File: src/rtl/ew_pad_share_ctrl.sv
// Pad-bank sharing controller: hands one bank of user IO pads between co-resident designs
// with a tri-state / reset / settle / release sequence. Optional switch counter: PAD_SHARE_SWCOUNT_EN.
module ew_pad_share_ctrl #(
  parameter int NDESIGNS      = 4,
  parameter int NPADS         = 9,
  parameter int SELW          = 2,
  parameter int SYNC_STAGES   = 2,
  parameter int SETTLE_CYCLES = 16
) (
  input  logic                      i_clk,
  input  logic                      i_reset_n,
  input  logic                      i_la_invalid,
  input  logic                      i_reset_lock_a,
  input  logic                      i_reset_lock_b,
  input  logic [SELW-1:0]           i_sel,
  input  logic [NDESIGNS*NPADS-1:0] i_dsn_out,
  input  logic [NDESIGNS*NPADS-1:0] i_dsn_oeb,
  output logic [NDESIGNS*NPADS-1:0] o_dsn_in,
  output logic [NDESIGNS-1:0]       o_dsn_reset,
  input  logic [NPADS-1:0]          i_pad_in,
  output logic [NPADS-1:0]          o_pad_out,
  output logic [NPADS-1:0]          o_pad_oeb,
  output logic [SELW-1:0]           o_active,
  output logic                      o_busy
`ifdef PAD_SHARE_SWCOUNT_EN
  ,
  output logic [7:0]                o_switch_count
`endif
);

  localparam logic [1:0] ST_LOCKED  = 2'd0;
  localparam logic [1:0] ST_RELEASE = 2'd1;
  localparam logic [1:0] ST_ACTIVE  = 2'd2;
  localparam logic [1:0] ST_DRAIN   = 2'd3;

  localparam int CNTW = (SETTLE_CYCLES > 1) ? $clog2(SETTLE_CYCLES) : 1;
  localparam logic [CNTW-1:0] CNT_LOAD = CNTW'(SETTLE_CYCLES - 1);
  localparam logic [SELW:0]   NDES_W   = (SELW + 1)'(NDESIGNS);

  logic [SYNC_STAGES-1:0] a_sync, b_sync, inv_sync;
  logic [SELW-1:0]        sel_sync [SYNC_STAGES];

  // la_invalid synchroniser resets to 1 so the lock holds until real LA values arrive
  always_ff @(posedge i_clk or negedge i_reset_n) begin
    if (!i_reset_n) begin
      a_sync   <= '0;
      b_sync   <= '0;
      inv_sync <= '1;
      for (int i = 0; i < SYNC_STAGES; i++) sel_sync[i] <= '0;
    end else begin
      a_sync   <= {a_sync[SYNC_STAGES-2:0], i_reset_lock_a};
      b_sync   <= {b_sync[SYNC_STAGES-2:0], i_reset_lock_b};
      inv_sync <= {inv_sync[SYNC_STAGES-2:0], i_la_invalid};
      sel_sync[0] <= i_sel;
      for (int i = 1; i < SYNC_STAGES; i++) sel_sync[i] <= sel_sync[i-1];
    end
  end

  logic            lock, sel_ok;
  logic [SELW-1:0] sel_s;

  assign sel_s  = sel_sync[SYNC_STAGES-1];
  assign lock   = (a_sync[SYNC_STAGES-1] == b_sync[SYNC_STAGES-1]) | inv_sync[SYNC_STAGES-1];
  assign sel_ok = ({1'b0, sel_s} < NDES_W);

  logic [1:0]      state, state_nx;
  logic [SELW-1:0] active, active_nx;
  logic [CNTW-1:0] cnt, cnt_nx;

  always_comb begin
    state_nx  = state;
    active_nx = active;
    cnt_nx    = cnt;
    if (lock) begin
      state_nx = ST_LOCKED;
      cnt_nx   = '0;
    end else begin
      case (state)
        ST_LOCKED: begin
          if (sel_ok) begin
            state_nx  = ST_RELEASE;
            active_nx = sel_s;
            cnt_nx    = CNT_LOAD;
          end
        end
        ST_RELEASE: begin
          if (cnt == '0) state_nx = ST_ACTIVE;
          else           cnt_nx   = cnt - 1'b1;
        end
        ST_ACTIVE: begin
          if (sel_s != active) begin
            state_nx = ST_DRAIN;
            cnt_nx   = CNT_LOAD;
          end
        end
        default: begin
          // DRAIN: the selector is only looked at again once the drain time has elapsed
          if (cnt != '0) begin
            cnt_nx = cnt - 1'b1;
          end else if (!sel_ok) begin
            state_nx = ST_LOCKED;
          end else begin
            state_nx  = ST_RELEASE;
            active_nx = sel_s;
            cnt_nx    = CNT_LOAD;
          end
        end
      endcase
    end
  end

  logic [NDESIGNS*NPADS-1:0] dsn_in_nx;
  logic [NDESIGNS-1:0]       dsn_reset_nx;
  logic [NPADS-1:0]          pad_out_nx, pad_oeb_nx;

  // Outputs are derived from the next state so they change on the edge that enters it
  always_comb begin
    dsn_in_nx    = '0;
    dsn_reset_nx = '1;
    pad_out_nx   = '0;
    pad_oeb_nx   = '1;
    if (state_nx == ST_ACTIVE) begin
      pad_out_nx = i_dsn_out[int'(active_nx)*NPADS +: NPADS];
      pad_oeb_nx = i_dsn_oeb[int'(active_nx)*NPADS +: NPADS];
      dsn_in_nx[int'(active_nx)*NPADS +: NPADS] = i_pad_in;
      dsn_reset_nx[active_nx] = 1'b0;
    end
  end

  always_ff @(posedge i_clk or negedge i_reset_n) begin
    if (!i_reset_n) begin
      state       <= ST_LOCKED;
      active      <= '0;
      cnt         <= '0;
      o_dsn_in    <= '0;
      o_dsn_reset <= '1;
      o_pad_out   <= '0;
      o_pad_oeb   <= '1;
    end else begin
      state       <= state_nx;
      active      <= active_nx;
      cnt         <= cnt_nx;
      o_dsn_in    <= dsn_in_nx;
      o_dsn_reset <= dsn_reset_nx;
      o_pad_out   <= pad_out_nx;
      o_pad_oeb   <= pad_oeb_nx;
    end
  end

  assign o_active = active;
  assign o_busy   = (state != ST_ACTIVE);

`ifdef PAD_SHARE_SWCOUNT_EN
  // Counts completed handovers; survives lock, cleared only by the pin reset
  logic [7:0] sw_cnt;
  always_ff @(posedge i_clk or negedge i_reset_n) begin
    if (!i_reset_n) begin
      sw_cnt <= '0;
    end else if (state == ST_RELEASE && state_nx == ST_ACTIVE && sw_cnt != 8'hFF) begin
      sw_cnt <= sw_cnt + 8'd1;
    end
  end
  assign o_switch_count = sw_cnt;
`else
  // Switch counter not built in this configuration.
`endif

endmodule

File: config.mk
export PLATFORM = sky130hd
export DESIGN_NAME = ew_pad_share_ctrl
export DESIGN_NICKNAME = d
export VERILOG_FILES = /design/src/rtl/ew_pad_share_ctrl.sv
export SDC_FILE = /design/constraint.sdc
export NUM_CORES = 1
export LEC_CHECK = 0
export CORE_MARGIN = 1.5
export CORE_UTILIZATION = 35
export DETAILED_ROUTE_END_ITERATION = 8
export DONT_BUFFER_PORTS = 1
export PLACE_DENSITY_LB_ADDON = 0.2
export SLEW_MARGIN = 10
export SYNTH_ARGS = -nofsm -noshare
export SYNTH_HDL_FRONTEND = slang
export SYNTH_SLANG_ARGS = --single-unit
File: constraint.sdc
create_clock -name i_clk -period 7.7 [get_ports i_clk]
set_clock_uncertainty 0.05 [all_clocks]
set_input_delay 0.385 -clock i_clk [delete_from_list [all_inputs] [get_ports i_clk]]
set_output_delay 0.385 -clock i_clk [all_outputs]
set_load 0.02 [all_outputs]
==> results of run 1 <==
worst min-delay path by stage:
stage	startpoint	end	slack [ns]	cells past startpoint
floorplan	i_reset_n	a_sync[0]	0.04	0
global placement	i_reset_n	o_dsn_in[25]	0.04	0
detailed placement	i_reset_n	o_dsn_in[25]	0.04	0
CTS	i_pad_in[4]	o_dsn_in[4]	0.09	1
global route	i_pad_in[4]	o_dsn_in[31]	0.08	1
finish	i_pad_in[4]	o_dsn_in[22]	0.11	1
timing repair:
| item | in CTS | in global routing |
|---|---|---|
| hold buffers | 7 | 0 |
| setup buffers | 0 | 0 |
| endpoints found under the hold margin | 81 | 0 |
| resized for setup | 0 | 0 |
| setup endpoints to repair | 0 | 0 |
metrics by stage:
step	cells	area [um2]	hold WS [ns]	util [%]	total power [mW]
3_3_place_gp	382	3480	0.0410	37.3	0.592
6_report	405	3750	0.107	40.2	0.886
2_1_floorplan	265	3390	0.0394	-	0.575
3_5_place_dp	382	3480	0.0411	37.3	0.594
5_1_grt	405	3750	0.0825	40.2	0.942
4_1_cts	405	3750	0.0879	40.2	0.904
registers in the layout, summed over array words and instances (netlist names), 4 cells and up:
signal       count
cnt              4
o_dsn_in        36
o_dsn_reset      4
o_pad_oeb        9
o_pad_out        9
power groups by stage:
stage | registers (mW) | clock network [mW] | logic [mW]
2_1_floorplan | 0.435 | 0 | 0.140
4_1_cts | 0.431 | 0.305 | 0.169
3_3_place_gp | 0.438 | 0 | 0.154
3_5_place_dp | 0.438 | 0 | 0.156
5_1_grt | 0.432 | 0.323 | 0.186
6_report | 0.431 | 0.291 | 0.165
worst max-delay path, stage by stage, from the launching register on:
cell and delay, ns:
dfrtp_1 0.43, inv_1 0.12, ha_1 0.30, or3_2 0.49
o21ai_0 0.19, a221o_1 0.74, inv_1 0.46, nor2_1 0.23
and3_1 0.36, and2_1 0.18
cell families (layout without fill, tap and decap cells):
| logic type | after synthesis | in the layout | share of synthesized area (%) |
|---|---|---|---|
| compound gates | 24 | 24 | 5.24 |
| xor+xnor | 4 | 4 | 1.03 |
| fa+ha+maj | 9 | 9 | 3.32 |
| buf+inv | 25 | 36 | 4.10 |
| flops | 76 | 76 | 56.7 |
| mux | 33 | 33 | 13.7 |
| simple gates | 94 | 94 | 15.9 |
final cells by class:
| type | count | area [um2] |
|---|---|---|
| fillers | 896 | 5580 |
| flip-flops and latches | 76 | 1920 |
| multi-input cells | 164 | 1340 |
| well taps | 129 | 161 |
| clock buffers | 9 | 124 |
| repair buffers | 9 | 103 |
| clock inverters | 7 | 57.6 |
| inverters | 11 | 41.3 |
layer usage:
metal  wire length, um  vias to the layer above
met5                 0                        -
met4               104                        0
met2              3560                      114
met3               676                        9
li1                  -                      924
met1              3130                      983
layout by cell type (no fill, tap or decap), types with 2 or more instances in the layout:
master	n
a21oi_1	5
a311oi_1	3
and2_1	37
and3_1	12
buf_4	2
clkbuf_8	9
clkinv_2	2
dfrtp_1	61
dfstp_2	15
dlygate4sd3_1	6
ha_1	9
inv_1	11
inv_6	2
inv_8	2
mux2_2	8
mux2i_1	16
mux4_1	3
mux4_2	6
nand2_1	17
nand3_1	2
nor2_1	7
nor3_1	5
nor3b_1	2
o21ai_0	6
xor2_1	3
==> metrics.cfg, run 1 <==
[die]
die_width_um=101
io_pins=149
die-area_mm2=0.0103
rows=35
dieHeight_um=101
initial_utilization_pct=36.3
core-area_mm2=0.00933

[final_layout]
fin_nets=368
drive_above_1_share_pct=19.9
area_growth_pct=10.6
diodes=0

[critical_path]
criticalPathCategory=register to register
crit_start=state[0]
rr_worst_depth=9
worstReg2RegStart=state[0]
critPathLaunchType=register
reg2reg_slack_ns=4.09
cp.arrival_ns=3.84
r2r_end=o_dsn_in[3]
crit_required_ns=7.94
cp-end-kind=register
cp_max_fo=17
endpoint=o_dsn_in[3]

[global_route]
met2_usage_pct=23.3
grt_busiest_layer=met2
grt_pass1_vias=2071
grt_pass1_wl_um=11500
antenna_found_initial=0
grt_usage_pct=15.0
grt_use_met3_pct=6.14
grt_start_max_net_pins=77
grt_util_met1_pct=19.0
grt-ovfl-total=0

[drt]
drc_errors=0
wire_per_inst_um=18.5
vias_per_cell=5.01
drtIter0Drc=62
wl_um=7480
num_vias=2030
first_pass_iters=4
antenna_left=0

[logic_synthesis]
synth_most_common_cell=dfrtp_1
ys_seq_area_share_pct=56.7
synth.distinct_cells=47
synth_area_mm2=0.00339
synth_commonest_cells=dfrtp_1, and2_1, nand2_1
avgSynthCellArea_um2=12.8
synth_top_area_share_pct=45.0
async_flop_share_pct=100
synth_fp_nets=362
synth_ff_type=dfrtp_1
synth-edff-count=0
synthCells=265
synth_top_cell_by_area=dfrtp_1
synth_area_leaders=dfrtp_1, dfstp_2, and2_1
synth-warning-count=0
synth_seq_cells=76

[power_and_ir_drop]
p_int_uw=614
seqPwrFrac_pct=48.6
p_leak_nw=1.71
p_sw_uw=272
irDropWorstVdd_v=0.0000972
pwr-share-comb_pct=18.6
clock_power_share_pct=32.8
power.density_mw_per_mm2=236
switching_share_pct=30.7

[cts]
htreeDepth=3
cts_tree=yes
cts.root.buffer_cell=clkbuf_8
clock_path_buffers=2
clock-sinks=76
clk_latency_ns=0.35
path_clk_slew_ns=0.09
cts_buffers=9

[sta]
rsz0062_at_grt=false
final_hold_viol_count=0
worst_slew_pin_slew_ns=0.856
fmax_ghz=0.277
min_period_over_period_pct=46.8
setup-violations-final=0
setup_slack_ns=4.09
setup_tns_ns=0
max_slew_margin_pct=42.7
fin_crit_ns=3.61
drv_slew=0

[run]
cap_violations=0

[placed_design]
post-place-ws_ns=4.00
dp_hpwl_um=5160
port-buffer-count=0
gp_congestion=0.886

[status]
status=completed

[min_path]
hold_class=primary input to register

Note: power is estimated with default switching activity, not from simulation.
==> inputs of run 2 (changes only) <==
==> constraint.sdc (replaced) <==
create_clock -name i_clk -period 3.5 [get_ports i_clk]
set_clock_uncertainty 0.05 [all_clocks]
set_input_delay 0.175 -clock i_clk [delete_from_list [all_inputs] [get_ports i_clk]]
set_output_delay 0.175 -clock i_clk [all_outputs]
set_load 0.02 [all_outputs]
==> run 2 against run 1 <==
Via count rose by 2.8%. Sequential power rose by 120%. Count of clock-buffer cells in the layout did not move. Non-clock buffer count rose by 13. Sequential share of layout area fell by 2.2 points. Die area did not move. Wire length fell by 1.8%. Largest power group unchanged. Highest routed layer unchanged.
==> metrics.cfg, run 2 (synthesis results as in run 1) <==
[critical_path]
cpMaxStageDelayCell=mux4_1
cp_top_family=simple AND/OR/NAND/NOR gates
cp-end-kind=register
cpPeakStageDelay_ns=0.56  ; -0.18 ns
cp_cell_sequence=inv_1, ha_1, or3_2, o21ai_0, a221o_1, buf_4, mux4_1, and2_1
cp_max_fo=11  ; -6
crit_buf_inv=2  ; unchanged
criticalPathCategory=register to register
crit_required_ns=3.69  ; -4.25 ns
critPathLaunchType=register
cp.arrival_ns=3.18  ; -0.66 ns

[sta]
drv_slew=0  ; unchanged
fin_crit_ns=2.98  ; -0.621 ns
fmax_ghz=0.335  ; +21%
max_slew_margin_pct=58.5  ; +16 points
rsz0062_at_grt=false
worst_slew_pin_slew_ns=0.618  ; -0.238 ns
final_hold_viol_count=0  ; unchanged
setup_tns_ns=0  ; unchanged
min_period_over_period_pct=85.3  ; +38 points
setup-violations-final=0  ; unchanged

[final_layout]
design_area_mm2=0.00392  ; +4.5%
layout_common_cells=dfrtp_1, and2_1, nand2_1
multi_input_area_mm2=0.00134  ; unchanged
area_growth_pct=15.5
largest_reg_flops=36  ; unchanged
seqCellArea_mm2=0.00192  ; unchanged
fin_nets=381  ; +3.5%
diodes=0  ; unchanged
top_register=o_dsn_in
layout_commonest_cell=dfrtp_1
reg.largest.list=o_dsn_in x36, o_pad_oeb x9, o_pad_out x9
num-fill-cells=864  ; -3.6%
drive_above_1_share_pct=20.4  ; +0.49 points

[drt]
top_layer=met4
num_vias=2086  ; +2.8%
drtIter0Drc=90  ; +45%
drc_errors=0  ; unchanged
first_pass_iters=4  ; unchanged
wl_um=7350  ; -1.8%
dr_wl_met3_um=607  ; -10%
wire_per_inst_um=17.6  ; -4.8%
antenna_left=0  ; unchanged
vias_per_cell=4.99  ; -0.44%
dr_wl_met2_um=3600  ; +1.1%
drt-met1-wl_um=2990  ; -4.4%

[cts]
htreeDepth=3  ; unchanged
clock_path_buffers=2  ; unchanged
clk_latency_ns=0.35  ; about the same
cts_setup_buffers=0  ; unchanged
path_clk_slew_ns=0.09  ; about the same
cts_tree=yes
clock-sinks=76  ; unchanged
cts.root.buffer_cell=clkbuf_8
cts_buffers=9  ; unchanged

[placed_design]
port-buffer-count=0  ; unchanged
placed_cell_area_mm2=0.00351  ; +0.86%
gp_congestion=0.805  ; -9.2%
dp_hpwl_um=5090  ; -1.4%

[die]
io_pins=149  ; unchanged
dieHeight_um=101  ; unchanged
die_width_um=101  ; unchanged
rows=35  ; unchanged
core-area_mm2=0.00933  ; unchanged
initial_utilization_pct=36.3  ; unchanged
die-area_mm2=0.0103  ; unchanged

[power_and_ir_drop]
irDropWorstVdd_v=0.000203  ; +110%
p_leak_nw=1.79  ; +4.5%
power.density_mw_per_mm2=539  ; +130%

[global_route]
antenna_found_initial=0  ; unchanged
grt_pass1_vias=2028  ; -2.1%
grt_usage_pct=14.7  ; -0.32 points
grt-ovfl-total=0  ; unchanged
grt_start_max_net_pins=77  ; unchanged
grt_pass1_wl_um=11100  ; -3.5%

[status]
status=completed

[min_path]
hold_class=primary input to register

[run]
cap_violations=0  ; unchanged

## run 2: cell types whose count changed in the layout (fill, tap and decap cells not counted)
cell / change
inv_6: +1
bufinv_16: +2
buf_4: +4
clkinv_2: -2
dlygate4sd3_1: +9
inv_8: -1
## run 2: routing by layer
metal / up-vias / GRT usage (%)
li1: 954 / -
met1: 1005 / 18.1
met2: 117 / 23.3
met3: 10 / 5.80
met4: 0 / 5.88
met5: - / 0
## run 2: path summary, 6_finish.rpt
| path | startpoint | endpoint | slack (ns) | cells after the start |
|---|---|---|---|---|
| worst max-delay path | state[0] | o_pad_out[8] | 0.52 | 8 |
| min in group asynchronous | i_reset_n | o_dsn_in[7] | 0.32 | 2 |
| worst min register to register | b_sync[0] | b_sync[1] | 0.30 | 0 |
| max in group asynchronous | i_reset_n | inv_sync[0] | 2.72 | 2 |
| worst min-delay path | i_dsn_oeb[16] | o_pad_oeb[7] | 0.03 | 3 |
| worst max register to register | state[0] | o_pad_out[8] | 0.52 | 8 |
## run 2: what timing repair did
| action | in CTS | in global routing |
|---|---|---|
| hold endpoints to repair | 117 | 0 |
| resized for setup | 0 | 0 |
| hold buffers | 16 | 0 |
## run 2: power by group
group	switching, mW	internal (mW)
Sequential	0.0395	0.907
Combinational	0.195	0.192
Clock	0.362	0.414
## run 2: worst min-delay path, cell delays in order
cell and delay (ns):
a21oi_1 0.02, nand2_1 0.05, and3_1 0.15
## run 2: metrics by stage
| step | setup WS, ns | total power, mW | instances | hold slack (ns) | util (%) |
|---|---|---|---|---|---|
| 2_1_floorplan | 0.566 | 1.26 | 265 | -0.171 | - |
| 3_3_place_gp | 0.567 | 1.32 | 386 | -0.169 | 37.6 |
| 3_5_place_dp | 0.531 | 1.32 | 386 | -0.169 | 37.6 |
| 4_1_cts | 0.500 | 2.15 | 418 | 0.00969 | 42.0 |
| 5_1_grt | 0.321 | 2.23 | 418 | 0.0370 | 42.0 |
| 6_report | 0.516 | 2.11 | 418 | 0.0314 | 42.0 |
## run 2: final cells by class
type                       count  share of cell area, %
sequential                    76                   49.0
multi-input combinational    164                   34.2
timing repair buffer          22                   5.69
tap                          129                   4.12
clock buffer                   9                   3.16
clock inverter                 7                   2.68
inverter                      11                   1.05
==> inputs of run 3 (changes only) <==
--- a/config.mk
+++ b/config.mk
@@ -10,6 +10,7 @@
 export DETAILED_ROUTE_END_ITERATION = 8
 export DONT_BUFFER_PORTS = 1
 export PLACE_DENSITY_LB_ADDON = 0.2
+export RECOVER_POWER = 100
 export SLEW_MARGIN = 10
 export SYNTH_ARGS = -nofsm -noshare
 export SYNTH_HDL_FRONTEND = slang
==> run 3 against run 2 <==
The run now ends with capacitance limit, slew limit left. Sequential power is essentially flat. Total power down 0.77%. Register-to-register slack worse by 0.12 ns. Wire length barely moved. Critical path depth unchanged. Critical path type unchanged. Via count stayed put.
==> metrics.cfg, run 3 (synthesis results as in run 1) <==
[drt]
wl_um=7350  ; about the same
drc_errors=0  ; unchanged
wire_per_inst_um=17.6  ; about the same
num_vias=2086  ; unchanged
first_pass_iters=4  ; unchanged
vias_per_cell=4.99  ; unchanged
antenna_left=0  ; unchanged
drtIter0Drc=79  ; -12%

[power_and_ir_drop]
seqPwrFrac_pct=45.1  ; +0.2 points
power.density_mw_per_mm2=542  ; +0.54%
irDropWorstVdd_v=0.000205  ; +0.67%
clock_power_share_pct=37.2  ; +0.4 points
p_leak_nw=1.73  ; -3.4%
total_power_mw=2.09  ; -0.77%
pwr-share-comb_pct=17.7  ; -0.6 points
p_sw_uw=596  ; -0.15%
switching_share_pct=28.5  ; +0.18 points
p_int_mw=1.50  ; -1.0%

[critical_path]
r2r_end=o_pad_out[8]
cp_cell_sequence=inv_1, ha_1, or3_2, o21ai_0, a221o_1, clkbuf_2, mux4_1, and2_0
crit_start=state[0]
worstReg2RegStart=state[0]
endpoint=o_pad_out[8]
rr_worst_depth=8  ; unchanged
reg2reg_slack_ns=0.40  ; -0.12 ns
cp-end-kind=register
criticalPathCategory=register to register
crit_cells=8  ; unchanged
crit_buf_inv=2  ; unchanged
cp_max_fo=11  ; unchanged
cp.arrival_ns=3.29  ; +0.11 ns
crit_required_ns=3.69  ; about the same
cp_top_family=simple AND/OR/NAND/NOR gates
critPathLaunchType=register
cpMaxStageDelayCell=mux4_1
cpPeakStageDelay_ns=0.59  ; +0.03 ns

[cts]
clock_path_buffers=2  ; unchanged
cts_buffers=9  ; unchanged
clk_latency_ns=0.35  ; about the same
htreeDepth=3  ; unchanged
cts_tree=yes
cts_setup_buffers=0  ; unchanged
path_clk_slew_ns=0.09  ; about the same
clock-sinks=76  ; unchanged
cts.root.buffer_cell=clkbuf_8

[final_layout]
seqCellArea_mm2=0.00192  ; unchanged
multi_input_area_mm2=0.00132  ; -1.4%
fin_nets=381  ; unchanged
area_growth_pct=14.0
reg.largest.list=o_dsn_in x36, o_pad_oeb x9, o_pad_out x9
layout_common_cells=dfrtp_1, and2_0, nand2_1
utilization_pct=41.4  ; -0.55 points
largest_reg_flops=36  ; unchanged
diodes=0  ; unchanged
layout_commonest_cell=dfrtp_1
num-fill-cells=875  ; +1.3%
top_register=o_dsn_in
finalNonFillerCells=418  ; unchanged
drive_above_1_share_pct=14.5  ; -5.9 points

[die]
die_width_um=101  ; unchanged
io_pins=149  ; unchanged
dieHeight_um=101  ; unchanged
rows=35  ; unchanged
die-area_mm2=0.0103  ; unchanged
core-area_mm2=0.00933  ; unchanged
initial_utilization_pct=36.3  ; unchanged

[status]
status=finished, violations left
violations=capacitance limit, slew limit

[sta]
final_hold_viol_count=0  ; unchanged
drv_slew=77  ; +77
hold_slack_ns=0.0338  ; +0.00234 ns
setup-violations-final=0  ; unchanged
rsz0062_at_grt=false
worst_slew_pin_slew_ns=1.82  ; +1.20 ns
fmax_ghz=0.322  ; -3.9%
setup_tns_ns=0  ; unchanged
min_period_over_period_pct=88.7  ; +3.4 points
max_slew_margin_pct=-21.3  ; -80 points
fin_crit_ns=3.10  ; +0.120 ns

[min_path]
hold_class=primary input to register

[placed_design]
place_inst=386  ; unchanged
port-buffer-count=0  ; unchanged
dp_hpwl_um=5090  ; unchanged
gp_congestion=0.805  ; unchanged

[global_route]
grt_pass1_wl_um=11100  ; unchanged
antenna_found_initial=0  ; unchanged
grt_usage_pct=14.7  ; unchanged
grt_pass1_vias=2028  ; unchanged
grt_start_max_net_pins=77  ; unchanged
grt-ovfl-total=0  ; unchanged

[run]
cap_violations=1  ; +1

[run 3: through the flow]
stage	setup slack, ns	instance area (um2)
2_1_floorplan	0.566	3390
3_3_place_gp	0.567	3510
3_5_place_dp	0.531	3510
4_1_cts	0.500	3920
5_1_grt	0.172	3860
6_report	0.396	3860
[run 3: power by group through the flow]
stage	combinational, mW	clock [mW]	sequential [mW]
final	0.371	0.778	0.944
after CTS	0.394	0.805	0.947
after floorplan	0.308	0	0.956
after global placement	0.352	0	0.965
after detailed placement	0.353	0	0.964
after global routing	0.411	0.853	0.949
[run 3: what timing repair did]
action / CTS / global route
hold endpoints to repair: 117 / 0
hold buffers: 16 / 0
resized for setup: 0 / 0
[run 3: worst min path at each step]
| stage | from | endpoint | slack, ns | cells past startpoint |
|---|---|---|---|---|
| floorplan | i_reset_n | a_sync[0] | -0.17 | 0 |
| global placement | i_reset_n | o_dsn_in[7] | -0.17 | 0 |
| detailed placement | i_reset_n | o_dsn_in[7] | -0.17 | 0 |
| CTS | i_dsn_oeb[16] | o_pad_oeb[7] | 0.01 | 3 |
| global route | i_dsn_oeb[16] | o_pad_oeb[7] | 0.04 | 3 |
| finish | i_dsn_oeb[16] | o_pad_oeb[7] | 0.03 | 3 |
[run 3: final cells by class]
type / count / area share [%]
Sequential cell: 76 / 49.7
Multi-Input combinational cell: 164 / 34.2
Timing Repair Buffer: 22 / 4.92
Tap cell: 129 / 4.18
Clock buffer: 9 / 3.20
Clock inverter: 7 / 2.72
Inverter: 11 / 1.07
[run 3: layer usage]
| metal | track usage (%) | vias up | routed length (um) |
|---|---|---|---|
| li1 | - | 954 | - |
| met1 | 18.1 | 1005 | 3020 |
| met2 | 23.3 | 117 | 3570 |
| met3 | 5.80 | 10 | 614 |
| met4 | 5.88 | 0 | 141 |
| met5 | 0 | - | 0 |
[run 3: worst reg2reg max path, cell delays in order (launching register included)]
cell      delay, ns
dfrtp_1        0.42
inv_1          0.11
ha_1           0.30
or3_2          0.48
o21ai_0        0.20
a221o_1        0.31
clkbuf_2       0.37
mux4_1         0.59
and2_0         0.17
